$ cat src/rtl/upc_pkg.sv
// Shared definitions for the micro-controller front end: default widths,
// fetch-visible opcode constants and the fetch state type.
package upc_pkg;

   localparam int PC_WIDTH_DEF  = 8;
   localparam int INS_WIDTH_DEF = 13;

   // Opcodes occupy the top five instruction bits.
   localparam logic [4:0] OPC_NOP  = 5'b11110;
   localparam logic [4:0] OPC_HALT = 5'b11111;

   typedef enum logic {
      RUN  = 1'b0,
      HALT = 1'b1
   } fetch_state_t;

endpackage

$ cat src/rtl/fetch_skid_buf.sv
// One-entry data+pc holding buffer for the fetch stage; catches the word
// that lands while the consumer is stalled.
module fetch_skid_buf #(
   parameter int DW = 13,
   parameter int AW = 8
) (
   input  logic          clk,
   input  logic          rst,
   input  logic          flush,
   input  logic          load,
   input  logic          unload,
   input  logic [DW-1:0] load_data,
   input  logic [AW-1:0] load_pc,
   output logic [DW-1:0] data,
   output logic [AW-1:0] pc,
   output logic          valid
);

   // A simultaneous unload and load simply replaces the entry.
   always_ff @(posedge clk) begin
      if (rst || flush) begin
         valid <= 1'b0;
      end else if (load) begin
         valid <= 1'b1;
      end else if (unload) begin
         valid <= 1'b0;
      end
   end

   always_ff @(posedge clk) begin
      if (load) begin
         data <= load_data;
         pc   <= load_pc;
      end
   end

endmodule

$ cat src/rtl/instruction_fetch.sv
// Fetch stage: program counter, program memory read issue and the
// instruction register feeding the decoder. Define FETCH_HALT_EN for HALT.
module instruction_fetch
   import upc_pkg::*;
#(
   parameter int PC_WIDTH  = PC_WIDTH_DEF,
   parameter int INS_WIDTH = INS_WIDTH_DEF
) (
   input  logic                 clk,
   input  logic                 rst,
   output logic [PC_WIDTH-1:0]  pm_addr,
   output logic                 pm_re,
   input  logic [INS_WIDTH-1:0] pm_data,
   output logic [INS_WIDTH-1:0] ins,
   output logic                 ins_valid,
   output logic [PC_WIDTH-1:0]  ins_pc,
   input  logic                 stall,
   input  logic                 jump_en,
   input  logic [PC_WIDTH-1:0]  jump_addr,
   output logic                 halted
);

   localparam logic [INS_WIDTH-1:0] NOP_INS = {OPC_NOP, {(INS_WIDTH-5){1'b0}}};

   fetch_state_t state, state_nxt;

   logic [PC_WIDTH-1:0]  fetch_pc;
   logic                 pend;
   logic [PC_WIDTH-1:0]  pend_pc;
   logic                 consume;
   logic                 halt_take;
   logic                 jump_take;
   logic                 issue;
   logic                 ins_free;
   logic                 skid_load;
   logic                 skid_unload;
   logic                 skid_valid;
   logic [INS_WIDTH-1:0] skid_data;
   logic [PC_WIDTH-1:0]  skid_pc;

   assign consume = ins_valid & ~stall;

`ifdef FETCH_HALT_EN
   assign halt_take = consume & (ins[INS_WIDTH-1 -: 5] == OPC_HALT);
   assign halted    = (state == HALT);
`else
   assign halt_take = 1'b0;
   assign halted    = 1'b0;
`endif

   // HALT wins over a jump presented on the same instruction.
   assign jump_take   = consume & jump_en & ~halt_take;
   assign ins_free    = ~ins_valid | (consume & ~skid_valid);
   assign skid_load   = pend & ~ins_free & ~jump_take & ~halt_take;
   assign skid_unload = consume & skid_valid;
   assign pm_addr     = fetch_pc;
   assign pm_re       = issue;

   always_ff @(posedge clk) begin
      if (rst) begin
         state <= RUN;
      end else begin
         state <= state_nxt;
      end
   end

   always_comb begin
      state_nxt = state;
      issue     = 1'b0;
      case (state)
         RUN: begin
            issue = ~rst & ~stall & ~jump_take & ~halt_take;
            if (halt_take) begin
               state_nxt = HALT;
            end
         end
         HALT: begin
            issue = 1'b0;
         end
         default: begin
            state_nxt = RUN;
         end
      endcase
   end

   always_ff @(posedge clk) begin
      if (rst) begin
         fetch_pc <= '0;
         pend     <= 1'b0;
         pend_pc  <= '0;
      end else begin
         pend <= issue;
         if (jump_take) begin
            fetch_pc <= jump_addr;
         end else if (issue) begin
            fetch_pc <= fetch_pc + 1'b1;
            pend_pc  <= fetch_pc;
         end
      end
   end

   // Next instruction comes from skid first, then the word arriving now.
   always_ff @(posedge clk) begin
      if (rst) begin
         ins       <= NOP_INS;
         ins_pc    <= '0;
         ins_valid <= 1'b0;
      end else if (jump_take || halt_take) begin
         ins       <= NOP_INS;
         ins_valid <= 1'b0;
      end else if (skid_unload) begin
         ins       <= skid_data;
         ins_pc    <= skid_pc;
         ins_valid <= 1'b1;
      end else if (pend && ins_free) begin
         ins       <= pm_data;
         ins_pc    <= pend_pc;
         ins_valid <= 1'b1;
      end else if (consume) begin
         ins       <= NOP_INS;
         ins_valid <= 1'b0;
      end
   end

   fetch_skid_buf #(
      .DW(INS_WIDTH),
      .AW(PC_WIDTH)
   ) u_skid (
      .clk       (clk),
      .rst       (rst),
      .flush     (jump_take | halt_take),
      .load      (skid_load),
      .unload    (skid_unload),
      .load_data (pm_data),
      .load_pc   (pend_pc),
      .data      (skid_data),
      .pc        (skid_pc),
      .valid     (skid_valid)
   );

endmodule
$ cat config.mk
export PLATFORM = sky130hd
export DESIGN_NAME = instruction_fetch
export DESIGN_NICKNAME = d
export VERILOG_FILES = /design/src/rtl/upc_pkg.sv /design/src/rtl/fetch_skid_buf.sv /design/src/rtl/instruction_fetch.sv
export SDC_FILE = /design/constraint.sdc
export NUM_CORES = 1
export LEC_CHECK = 0
export CAP_MARGIN = 40
export CORE_UTILIZATION = 50
export DETAILED_ROUTE_END_ITERATION = 12
export PLACE_DENSITY = 0.87
export SYNTH_ARGS = -nofsm -noshare
export SYNTH_HDL_FRONTEND = slang
export SYNTH_SLANG_ARGS = --single-unit
$ cat constraint.sdc
create_clock -name clk -period 3.1 [get_ports clk]
set_clock_uncertainty 0.05 [all_clocks]
set_input_delay 0.31 -clock clk [delete_from_list [all_inputs] [get_ports clk]]
set_output_delay 0.31 -clock clk [all_outputs]
set_load 0.02 [all_outputs]
==> metrics.cfg <==
[floorplanning]
die_height_um = 73.8
core_um2 = 4850
io_pins = 57
start_util = 0.532
fp.dieArea_um2 = 5450
fp.dieW_um = 73.8
rows = 25

[setup_path]
timing_worst_setup_path_type = input port to output port
worst_ep_arrival_time_ps = 2060
cp-start-kind = input port
critical-path-max-stage-delay_ps = 730
timing.critical_path.required_ps = 2740
cp_max_fanout = 18
worst_path_dominant_cell_family = buffers and inverters
worst_path_most_repeated_cell = clkdlybuf4s50_1
crit_path_cell_trace = clkdlybuf4s50_1, a211oi_2, clkdlybuf4s50_1
critical_path.slowest_cell = clkdlybuf4s50_1
critical_path.endpoint_type = output port
worst-path-buf-inv = 2

[final_layout]
layout_commonest_cell = clkdlybuf4s50_1
post_route_cells_drive_above_1_share = 0.105
final_nets = 317
area_growth_syn_to_layout_pct = 28.7
antenna_cells = 0
layoutNonFillerInstCount = 363
layout.cells.most_common_list = 55 x clkdlybuf4s50_1, 40 x dfxtp_1, 21 x nand2_1, 21 x a21oi_1, 21 x edfxtp_1

[power_and_ir_drop]
clockPowerShare = 0.381
p_comb_frac = 0.120
p_seq_frac = 0.499
power_switching_share = 0.240
power.density_cell_area_nw_per_um2 = 537
total_leakage_power_uw = 0.00111
internal_power_uw = 1350
power.ir.vdd_worst_mv = 0.347
p_sw_uw = 427

[timing]
rsz0062_at_grt = no
fmaxAchievable_ghz = 0.414
relSlewSlack = 0.518
setup_viol_count_final = 0
final_hold_viol_count = 0
min_period_over_period = 0.779
slew_at_the_pin_with_the_worst_max_slew_slack_ps = 723
post-route-min-period_ps = 2420
timing.hold.ws_ps = 411
total_negative_setup_slacks_ps = 0
slew_violations = 0

[cts]
cts_post_setup_buffers_inserted = 0
worst_skew_pair.late_latency_ps = 320
cts_buffers = 9
htree_num_levels = 3
cts.hold.buffers_added = 0
cts_resized = 0
clock_path_buffers = 2
clk_pin_slew_worst_paths_ps = 60
cts.sink_count = 61
cts-root-buf = clkbuf_8
cts_tree = built

[drt]
drt-initial-drc-count = 107
num_vias = 2029
drt_wl_total_um = 5600
avgRoutedWirePerCell_um = 15.4
drt-pass1-iter-count = 4
final_antenna_net_count = 0
drcViolationCount = 0
drt-vias-per-instance = 5.59

[global_routing]
grt_antenna_before_repair = 0
global_route.overflow_total = 0
grt_pass1_vias = 1899
global_route.usage.total = 0.228
grt_max_degree = 21
grt_pass1_wl_um = 9190

[placement]
post-dp-hpwl_um = 3830
port_buffers = 55
gp_routability_congestion = 0.857
placed_cells = 347

[logic_synthesis]
post_synthesis_async_set_or_reset_flop_share = 0
synth-edff-count = 21
synth_fp_nets = 264
yosysWarnings = 0
post_synth_inst_count = 238
synth_register_bits = 61
yosys_most_used_dff = dfxtp_1
netlist-cell-type-count = 44
synthesis.area_um2 = 2580
yosysSeqAreaShare = 0.555
syn_area_per_cell_um2 = 10.8

[min_path]
worstHoldPathType = register to register

[run]
max_cap_viol_count = 0

[run_status]
run_status = complete, no violations

[worst paths after layout]
check | startpoint | to | slack, ps | depth (start not counted)
max | stall | pm_re | 680 | 3
min | pend_pc[6] | u_skid.pc[6] | 410 | 0
max reg2reg | ins_valid | ins_pc[7] | 950 | 4
min reg2reg | pend_pc[6] | u_skid.pc[6] | 410 | 0
[layer usage]
metal / vias to the layer above / track usage / wire length, µm
met5: - / 0 / 0
met4: 0 / 0.143 / 117
met3: 11 / 0.0357 / 192
met2: 57 / 0.341 / 2740
met1: 950 / 0.309 / 2550
li1: 1011 / - / -
[metrics by stage]
stage | instance area [µm²] | setup slack, ps | power (µW) | util
2_1_floorplan | 2580 | 691 | 1020 | -
3_3_place_gp | 3130 | 634 | 1110 | 0.645
3_5_place_dp | 3130 | 495 | 1120 | 0.645
4_1_cts | 3320 | 679 | 1790 | 0.685
5_1_grt | 3320 | 580 | 1850 | 0.685
6_report | 3320 | 685 | 1780 | 0.685
[layout make-up]
class                   count  area [µm²]
fillers                   358        1530
flip-flops and latches     61        1430
multi-input cells         154        1000
repair buffers             61         596
clock buffers              12         145
well taps                  67        83.8
clock inverters             4        47.5
inverters                   4        15.0
[synth_stat cells, types with 2 or more instances]
library cell	instances	area, µm²
dfxtp_1	40	801
a21oi_1	22	110
edfxtp_1	21	631
nand2_1	21	78.8
nand3_1	16	80.1
mux2i_1	12	120
a211oi_1	11	82.6
nor2_1	10	37.5
a32oi_1	9	78.8
o21ai_0	9	45.0
buf_2	6	30.0
nand4_1	5	31.3
buf_6	4	45.0
o2111ai_1	4	35.0
or3b_2	4	35.0
a311oi_1	3	26.3
buf_4	3	22.5
clkbuf_1	3	11.3
inv_1	3	11.3
nand2b_1	3	18.8
a211oi_2	2	25.0
buf_1	2	7.51
o21ai_2	2	17.5
or3_1	2	12.5
xor2_1	2	17.5
[logic make-up after synthesis]
family | after synthesis | synth area share
compound gates | 68 | 0.183
xor+xnor | 3 | 0.0102
fa+ha+maj | 1 | 0.00485
buf+inv | 23 | 0.0587
flops | 61 | 0.555
mux | 12 | 0.0466
other cells | 1 | 0.00145
simple gates | 69 | 0.140
[sequential cells by signal (all words and copies together), names as in the netlist]
signal	cells
pend	1
u_skid.pc	8
ins	13
u_skid.valid	1
u_skid.data	13
pm_addr	8
pend_pc	8
ins_valid	1
ins_pc	8
[power by group through the flow]
stage | registers (µW) | logic [µW] | clock network, µW
2_1_floorplan | 922 | 98.0 | 0
3_3_place_gp | 904 | 210 | 0
3_5_place_dp | 905 | 215 | 0
4_1_cts | 888 | 215 | 687
5_1_grt | 893 | 232 | 724
6_report | 888 | 214 | 679
No activity file was read; power rests on OpenSTA's default activity.
